==> config.mk <==
export PLATFORM = sky130hd
export DESIGN_NAME = regfile_wr_arbiter_flat
export DESIGN_NICKNAME = d
export VERILOG_FILES = /design/src/rtl/regfile_wr_arbiter_if.sv /design/src/rtl/regfile_wr_arbiter.sv /design/src/flat_wrapper.sv
export SDC_FILE = /design/constraint.sdc
export NUM_CORES = 1
export LEC_CHECK = 0
export BUFFER_PORTS_ARGS = -buffer_cell sky130_fd_sc_hd__clkbuf_2
export CORE_MARGIN = 5
export CORE_UTILIZATION = 40
export DETAILED_ROUTE_END_ITERATION = 10
export GPL_TIMING_DRIVEN = 0
export PLACE_DENSITY = 0.67
export SLEW_MARGIN = 20
export SYNTH_ARGS = -nofsm -noshare
export SYNTH_HDL_FRONTEND = slang
export SYNTH_SLANG_ARGS = --single-unit
export TNS_END_PERCENT = 5
==> constraint.sdc <==
create_clock -name clk -period 4.25 [get_ports clk]
set_input_delay 0 -clock clk [delete_from_list [all_inputs] [get_ports clk]]
set_output_delay 0 -clock clk [all_outputs]
set_load 0.005 [all_outputs]
==> src/rtl/regfile_wr_arbiter_if.sv <==
// Bundle of the write-port arbiter's request, regfile and hazard-query signals.
// master: pipeline/mul-div/hazard side; slave: the arbiter itself.
interface regfile_wr_arbiter_if #(
    parameter int unsigned WIDTH = 64,
    parameter int unsigned DEPTH = 4
);
    // Primary (WB stage) write request
    logic                     wb_valid;
    logic [4:0]               wb_reg;
    logic [WIDTH-1:0]         wb_data;
    // Secondary (long-latency unit) write request
    logic                     mu_valid;
    logic [4:0]               mu_reg;
    logic [WIDTH-1:0]         mu_data;
    logic                     mu_ready;
    // Pipeline control and regfile write port
    logic                     stall_wb;
    logic                     RegWrite;
    logic [4:0]               WriteRegister;
    logic [WIDTH-1:0]         WriteData;
    // Hazard queries
    logic [4:0]               rd_reg1;
    logic [4:0]               rd_reg2;
    logic                     pend_hit1;
    logic                     pend_hit2;
    // Status
    logic [$clog2(DEPTH):0]   fifo_count;
    logic [31:0]              stall_cycles;

    modport master (
        output wb_valid, wb_reg, wb_data, mu_valid, mu_reg, mu_data, rd_reg1, rd_reg2,
        input  mu_ready, stall_wb, RegWrite, WriteRegister, WriteData, pend_hit1, pend_hit2,
               fifo_count, stall_cycles
    );

    modport slave (
        input  wb_valid, wb_reg, wb_data, mu_valid, mu_reg, mu_data, rd_reg1, rd_reg2,
        output mu_ready, stall_wb, RegWrite, WriteRegister, WriteData, pend_hit1, pend_hit2,
               fifo_count, stall_cycles
    );
endinterface

==> src/rtl/regfile_wr_arbiter.sv <==
// Register-file write-port arbiter. WB stage has priority; the long-latency unit is buffered
// in a FIFO and forces a one-cycle WB stall after MAX_WAIT denied cycles. Register 31 is
// hardwired zero and never written. Optional stall counter enabled by ARB_PERF_EN.
module regfile_wr_arbiter #(
    parameter int unsigned DEPTH    = 4,
    parameter int unsigned MAX_WAIT = 8,
    parameter int unsigned WIDTH    = 64
) (
    input logic                 clk,
    input logic                 reset,
    regfile_wr_arbiter_if.slave bus
);
    localparam int unsigned PtrW  = $clog2(DEPTH);
    localparam int unsigned CntW  = PtrW + 1;
    localparam int unsigned WaitW = $clog2(MAX_WAIT + 1);
    localparam logic [4:0]  ZeroReg = 5'd31;

    logic [4:0]       fifo_reg_q  [DEPTH];
    logic [WIDTH-1:0] fifo_data_q [DEPTH];
    logic [PtrW-1:0]  rd_ptr_q, wr_ptr_q;
    logic [CntW-1:0]  count_q, count_d;
    logic [WaitW-1:0] wait_q, wait_d;
    logic             regwrite_q;
    logic [4:0]       wreg_q;
    logic [WIDTH-1:0] wdata_q;

    logic             empty, full, stall, push, pop, grant;
    logic [4:0]       grant_reg;
    logic [WIDTH-1:0] grant_data;
    logic [PtrW-1:0]  off;
    logic             hit1, hit2;

    assign empty = (count_q == '0);
    assign full  = (count_q == CntW'(DEPTH));
    // Both outputs are forced low while reset is held.
    assign stall = reset && (wait_q == WaitW'(MAX_WAIT)) && !empty;
    assign bus.mu_ready = reset && !full;
    assign bus.stall_wb = stall;
    // Writes to the zero register are acknowledged but never queued.
    assign push = bus.mu_valid && bus.mu_ready && (bus.mu_reg != ZeroReg);

    // Grant selection and starvation counter update.
    always_comb begin
        pop        = 1'b0;
        grant      = 1'b0;
        grant_reg  = bus.wb_reg;
        grant_data = bus.wb_data;
        wait_d     = '0;
        if (stall) begin
            pop        = 1'b1;
            grant      = 1'b1;
            grant_reg  = fifo_reg_q[rd_ptr_q];
            grant_data = fifo_data_q[rd_ptr_q];
        end else if (bus.wb_valid) begin
            grant = 1'b1;
            if (!empty) begin
                wait_d = (wait_q == WaitW'(MAX_WAIT)) ? wait_q : wait_q + 1'b1;
            end
        end else if (!empty) begin
            pop        = 1'b1;
            grant      = 1'b1;
            grant_reg  = fifo_reg_q[rd_ptr_q];
            grant_data = fifo_data_q[rd_ptr_q];
        end
        count_d = count_q + CntW'(push) - CntW'(pop);
    end

    // FIFO storage; contents need no reset since occupancy is tracked by count_q.
    always_ff @(posedge clk) begin
        if (push) begin
            fifo_reg_q[wr_ptr_q]  <= bus.mu_reg;
            fifo_data_q[wr_ptr_q] <= bus.mu_data;
        end
    end

    // Pointers, occupancy, wait counter and the regfile output register.
    always_ff @(posedge clk) begin
        if (!reset) begin
            rd_ptr_q   <= '0;
            wr_ptr_q   <= '0;
            count_q    <= '0;
            wait_q     <= '0;
            regwrite_q <= 1'b0;
            wreg_q     <= '0;
            wdata_q    <= '0;
        end else begin
            if (push) wr_ptr_q <= wr_ptr_q + 1'b1;
            if (pop)  rd_ptr_q <= rd_ptr_q + 1'b1;
            count_q    <= count_d;
            wait_q     <= wait_d;
            regwrite_q <= grant && (grant_reg != ZeroReg);
            if (grant) begin
                wreg_q  <= grant_reg;
                wdata_q <= grant_data;
            end
        end
    end

    assign bus.RegWrite      = regwrite_q;
    assign bus.WriteRegister = wreg_q;
    assign bus.WriteData     = wdata_q;
    assign bus.fifo_count    = count_q;

    // Hazard lookup across live FIFO slots and the in-flight output register.
    always_comb begin
        hit1 = regwrite_q && (wreg_q == bus.rd_reg1);
        hit2 = regwrite_q && (wreg_q == bus.rd_reg2);
        off  = '0;
        for (int i = 0; i < DEPTH; i++) begin
            off = PtrW'(i) - rd_ptr_q;
            if ({1'b0, off} < count_q) begin
                if (fifo_reg_q[i] == bus.rd_reg1) hit1 = 1'b1;
                if (fifo_reg_q[i] == bus.rd_reg2) hit2 = 1'b1;
            end
        end
        bus.pend_hit1 = hit1 && (bus.rd_reg1 != ZeroReg);
        bus.pend_hit2 = hit2 && (bus.rd_reg2 != ZeroReg);
    end

`ifdef ARB_PERF_EN
    logic [31:0] stall_cnt_q;

    // Saturating count of forced WB stalls.
    always_ff @(posedge clk) begin
        if (!reset) begin
            stall_cnt_q <= '0;
        end else if (stall && (stall_cnt_q != 32'hFFFF_FFFF)) begin
            stall_cnt_q <= stall_cnt_q + 32'd1;
        end
    end

    assign bus.stall_cycles = stall_cnt_q;
`else
    assign bus.stall_cycles = 32'd0;
`endif
endmodule

==> src/flat_wrapper.sv <==
// flat-port wrapper written by rule: the top's interface ports become plain ports
module regfile_wr_arbiter_flat 
#(
    parameter int unsigned DEPTH    = 4,
    parameter int unsigned MAX_WAIT = 8,
    parameter int unsigned WIDTH    = 64
)
  (clk, reset, bus_wb_valid, bus_wb_reg, bus_wb_data, bus_mu_valid, bus_mu_reg, bus_mu_data, bus_rd_reg1, bus_rd_reg2, bus_mu_ready, bus_stall_wb, bus_RegWrite, bus_WriteRegister, bus_WriteData, bus_pend_hit1, bus_pend_hit2, bus_fifo_count, bus_stall_cycles);
  regfile_wr_arbiter_if #(.WIDTH(WIDTH), .DEPTH(DEPTH)) bus_i ();
  input logic clk;
  input logic reset;
  input wire logic [$bits(bus_i.wb_valid)-1:0] bus_wb_valid;
  input wire logic [$bits(bus_i.wb_reg)-1:0] bus_wb_reg;
  input wire logic [$bits(bus_i.wb_data)-1:0] bus_wb_data;
  input wire logic [$bits(bus_i.mu_valid)-1:0] bus_mu_valid;
  input wire logic [$bits(bus_i.mu_reg)-1:0] bus_mu_reg;
  input wire logic [$bits(bus_i.mu_data)-1:0] bus_mu_data;
  input wire logic [$bits(bus_i.rd_reg1)-1:0] bus_rd_reg1;
  input wire logic [$bits(bus_i.rd_reg2)-1:0] bus_rd_reg2;
  output wire logic [$bits(bus_i.mu_ready)-1:0] bus_mu_ready;
  output wire logic [$bits(bus_i.stall_wb)-1:0] bus_stall_wb;
  output wire logic [$bits(bus_i.RegWrite)-1:0] bus_RegWrite;
  output wire logic [$bits(bus_i.WriteRegister)-1:0] bus_WriteRegister;
  output wire logic [$bits(bus_i.WriteData)-1:0] bus_WriteData;
  output wire logic [$bits(bus_i.pend_hit1)-1:0] bus_pend_hit1;
  output wire logic [$bits(bus_i.pend_hit2)-1:0] bus_pend_hit2;
  output wire logic [$bits(bus_i.fifo_count)-1:0] bus_fifo_count;
  output wire logic [$bits(bus_i.stall_cycles)-1:0] bus_stall_cycles;
  assign bus_i.wb_valid = bus_wb_valid;
  assign bus_i.wb_reg = bus_wb_reg;
  assign bus_i.wb_data = bus_wb_data;
  assign bus_i.mu_valid = bus_mu_valid;
  assign bus_i.mu_reg = bus_mu_reg;
  assign bus_i.mu_data = bus_mu_data;
  assign bus_i.rd_reg1 = bus_rd_reg1;
  assign bus_i.rd_reg2 = bus_rd_reg2;
  assign bus_mu_ready = bus_i.mu_ready;
  assign bus_stall_wb = bus_i.stall_wb;
  assign bus_RegWrite = bus_i.RegWrite;
  assign bus_WriteRegister = bus_i.WriteRegister;
  assign bus_WriteData = bus_i.WriteData;
  assign bus_pend_hit1 = bus_i.pend_hit1;
  assign bus_pend_hit2 = bus_i.pend_hit2;
  assign bus_fifo_count = bus_i.fifo_count;
  assign bus_stall_cycles = bus_i.stall_cycles;
  regfile_wr_arbiter #(.DEPTH(DEPTH), .MAX_WAIT(MAX_WAIT), .WIDTH(WIDTH)) u_core (.clk(clk), .reset(reset), .bus(bus_i));
endmodule
==> run metrics <==
cell mode on critical path=ha_1; # rows=70; top cell type's share of synthesized area=56.8%; sequential share of the synthesized area=68.2%; vias in the first global route=9691; Max H-tree Level=2; Post-synth EDFFs=~280; register-to-register setup slack=between 1000 and 1500 ps; Final TNS setup=0 ps; overall routing resource usage=17.8%; Longest Clk Path Bufs=3; Max Slew Vio Count=0; Core Footprint=36300 um2; Synth Area in Compound Gates=3.13%; Final setup viols=0; period utilization=between 60% and 70%; FF+latch count, synth=359; initial DRC count=546; Synth Area in XOR/XNOR=3.48%; # IOs=261; CP Data Required Time=about 4700 ps; Area Growth Syn to Fin=31.1%; R2R depth=13; grt ovf=0; CP peak stage delay=380 ps; HP Start=bus_mu_data[24]; nets=between 1000 and 1500; router iterations before antenna repair=4; Hold Path Cell Cnt=2; CP max FO=10; simple-gate portion of the synthesized area=4.28%; Peak Freq=0.361 GHz; startpoint types=register; pwr dens=around 530 nW/um2; Syn Inst Count=878; drt via density=4.89; largest net degree at the start of global routing=40; post-CTS setup buffers=0; Area after DPL=16500 um2; Most used DFF post-synth=edfxtp_1; RSZ-0062 raised after global routing=no; Clock Skews=approximately 14 ps; mapped cell area=14600 um2; die height=201 um; first-pass GRT wire length=between 50000 and 60000 um; register area=9950 um2; Hold Path Sink=u_core.fifo_data_q[2][24]$_DFFE_PP_; worst min-delay path category=input port to register; Clock Sinks=between 300 and 400; post-synthesis mux area share=15.4%; Crit-path slowest cell=fa_1; post-synth cell types=48; Switching Fraction=27.9%; leakage=7.09 nW; Design Area, Final=19100 um2; dpl hpwl=~24000 um; Multi-input gate area=slightly above 4000 um2; FF-to-FF End=u_core.bus.fifo_count[2]$_SDFF_PN0_; width of the die=between 200 and 250 um; CTS buffer count=39; Yosys warnings=0; number of nets still failing antenna checks after routing=0; Peak VDD IR=0.318 mV; initial antenna violation count=2; routed via count=~8900; cell internal pwr=7.27 mW; Slew HR=47.6%; clk slew on worst S/H paths=60 ps; routed len/inst=20.1 um; status=completed; most frequent cells in the layout=276 x edfxtp_1, 218 x clkbuf_2, 142 x dlygate4sd3_1; top cells by area, synth=edfxtp_1 57%, dfxtp_1 11%, mux4_2 11%, mux2i_1 4.7%, o21ai_1 2.4%; worst endpoint data arrival time=approximately 3200 ps; worst slew pin tran=slightly below 800 ps; hold slack final=247 ps; clock share of power=31.3%; Async SR Flop Fraction=0%; die area=40400 um2; crit path capture type=register; drc violations=0; NetSw=2.81 mW; largest family of logic cells by synthesized area=multiplexers; crit path kind=register to register; layout cell share with drive strength beyond 1=between 30% and 40%; CTS tree=yes; clk root buf=clkbuf_16; port bufs=about 220; Max Cap Viol=0; worst-path cell chain=inv_1 -> ha_1 -> nand4b_2 -> a21oi_2 -> buf_6 -> buf_8 -> ha_1 -> inv_1 -> ha_1 -> fa_1 -> xnor2_1 -> xnor2_1 -> nor2_1; Starting Density=40.2%; gpl congestion=0.826; post-synth top area cell=edfxtp_1; Gate power share=25.6%; sequential share of power=43.1%; drt total wl=36400 um; Synth Area in Adders=1.17%; Fillers=3012; Hold Violations, Final=0; Worst-Skew Late Latency=around 520 ps; minimum clock period=2770 ps; most common cell after layout, fill and taps aside=edfxtp_1; Syn Area/Cell=16.6 um2; r2r startpoint=u_core.wait_q[0]$_SDFFE_PP0P_
registers in the layout, indices dropped and copies added (netlist names), named ones only:
register / flops
u_core.rd_ptr_q: 2
u_core.wait_q: 4
u_core.bus.WriteData: 64
u_core.fifo_reg_q: 20
u_core.wr_ptr_q: 2
u_core.fifo_data_q: 256
u_core.bus.RegWrite: 1
u_core.bus.fifo_count: 3
u_core.bus.WriteRegister: 5
worst max-delay path, delay by kind of cell, from the launching register on:
family                     cells  cell delay [ps]
xor gates and xnor gates       2              320
and+or+nand+nor                2              180
DFF                            1              330
adders and majority gates      4              890
AOI/OAI and AO/OA              1              300
buffers and inverters          4              610
per-stage QoR:
stage	power (mW)	util, %	std cells	setup WS [ps]
6_report	10.1	52.7	1813	1480
5_1_grt	10.6	52.7	1813	1300
4_1_cts	10.2	52.6	1811	1440
3_5_place_dp	6.94	45.5	1600	1460
3_3_place_gp	6.87	45.1	1595	-567
2_1_floorplan	6.02	-	909	1090
worst max-delay path by stage:
stage                                                   start  cells after the start                                   to  slack, ps
after detailed placement        u_core.wait_q[0]$_SDFFE_PP0P_                     13  u_core.bus.fifo_count[2]$_SDFF_PN0_       1460
final                           u_core.wait_q[0]$_SDFFE_PP0P_                     13  u_core.bus.fifo_count[2]$_SDFF_PN0_       1480
after global routing            u_core.wait_q[0]$_SDFFE_PP0P_                     13  u_core.bus.fifo_count[2]$_SDFF_PN0_       1300
after CTS                       u_core.wait_q[0]$_SDFFE_PP0P_                     13  u_core.bus.fifo_count[2]$_SDFF_PN0_       1440
after global placement    u_core.bus.fifo_count[1]$_SDFF_PN0_                      5  u_core.fifo_data_q[0][48]$_DFFE_PP_       -570
after floorplan           u_core.bus.fifo_count[1]$_SDFF_PN0_                      5   u_core.fifo_data_q[0][0]$_DFFE_PP_       1090
area by class of cell:
| type | count | area share [%] |
|---|---|---|
| Antenna cell | 2 | 0.0261 |
| Buffer | 82 | 3.08 |
| Clock buffer | 59 | 5.75 |
| Clock inverter | 10 | 0.458 |
| Inverter | 14 | 0.275 |
| Multi-Input combinational cell | 454 | 21.6 |
| Sequential cell | 359 | 52.0 |
| Tap cell | 468 | 3.06 |
| Timing Repair Buffer | 365 | 13.8 |
power by group through the flow:
stage	clock network, mW	registers, mW	logic, mW
2_1_floorplan	0	4.41	1.61
3_3_place_gp	0	4.42	2.45
4_1_cts	3.23	4.35	2.64
6_report	3.15	4.35	2.58
3_5_place_dp	0	4.42	2.52
5_1_grt	3.39	4.39	2.82
synth_stat cells, types with 2 or more instances:
master	instances
a21oi_1	2
and2_1	7
and3_1	3
and4_1	2
buf_12	5
buf_2	22
buf_4	37
buf_6	3
clkbuf_1	13
dfxtp_1	83
edfxtp_1	276
ha_1	12
inv_1	13
mux2i_1	69
mux4_2	69
nand2_1	72
nand2b_1	2
nand3_1	10
nand4_1	4
nor2_1	11
nor3_1	5
nor4_1	6
o21ai_1	69
o22ai_1	2
or4_1	2
xnor2_1	27
xor2_1	31
per-layer routing:
layer,wire length (um),global-route usage (%),vias up,part of all wire (%)
li1,-,-,4150,-
met1,15200,22.7,4421,42
met2,18800,31.9,231,52
met3,1610,3.10,56,4.4
met4,735,4.25,0,2.0
met5,0,0,-,0
repair_timing:
action | CTS | global route
endpoints found under the hold margin | 359 | 0
setup endpoints to repair | 0 | 0
hold buffers | 142 | 0
gates resized for setup | 0 | 0
kinds of logic (layout without fill, tap and decap cells):
kind of cell | after synthesis | in the layout
buf+inv | 96 | 530
xor+xnor | 58 | 58
mux | 138 | 138
other cells | 1 | 34
compound gates | 83 | 83
simple gates | 130 | 130
flops | 359 | 359
fa+ha+maj | 13 | 13
Note: power is estimated with default switching activity, not from simulation.
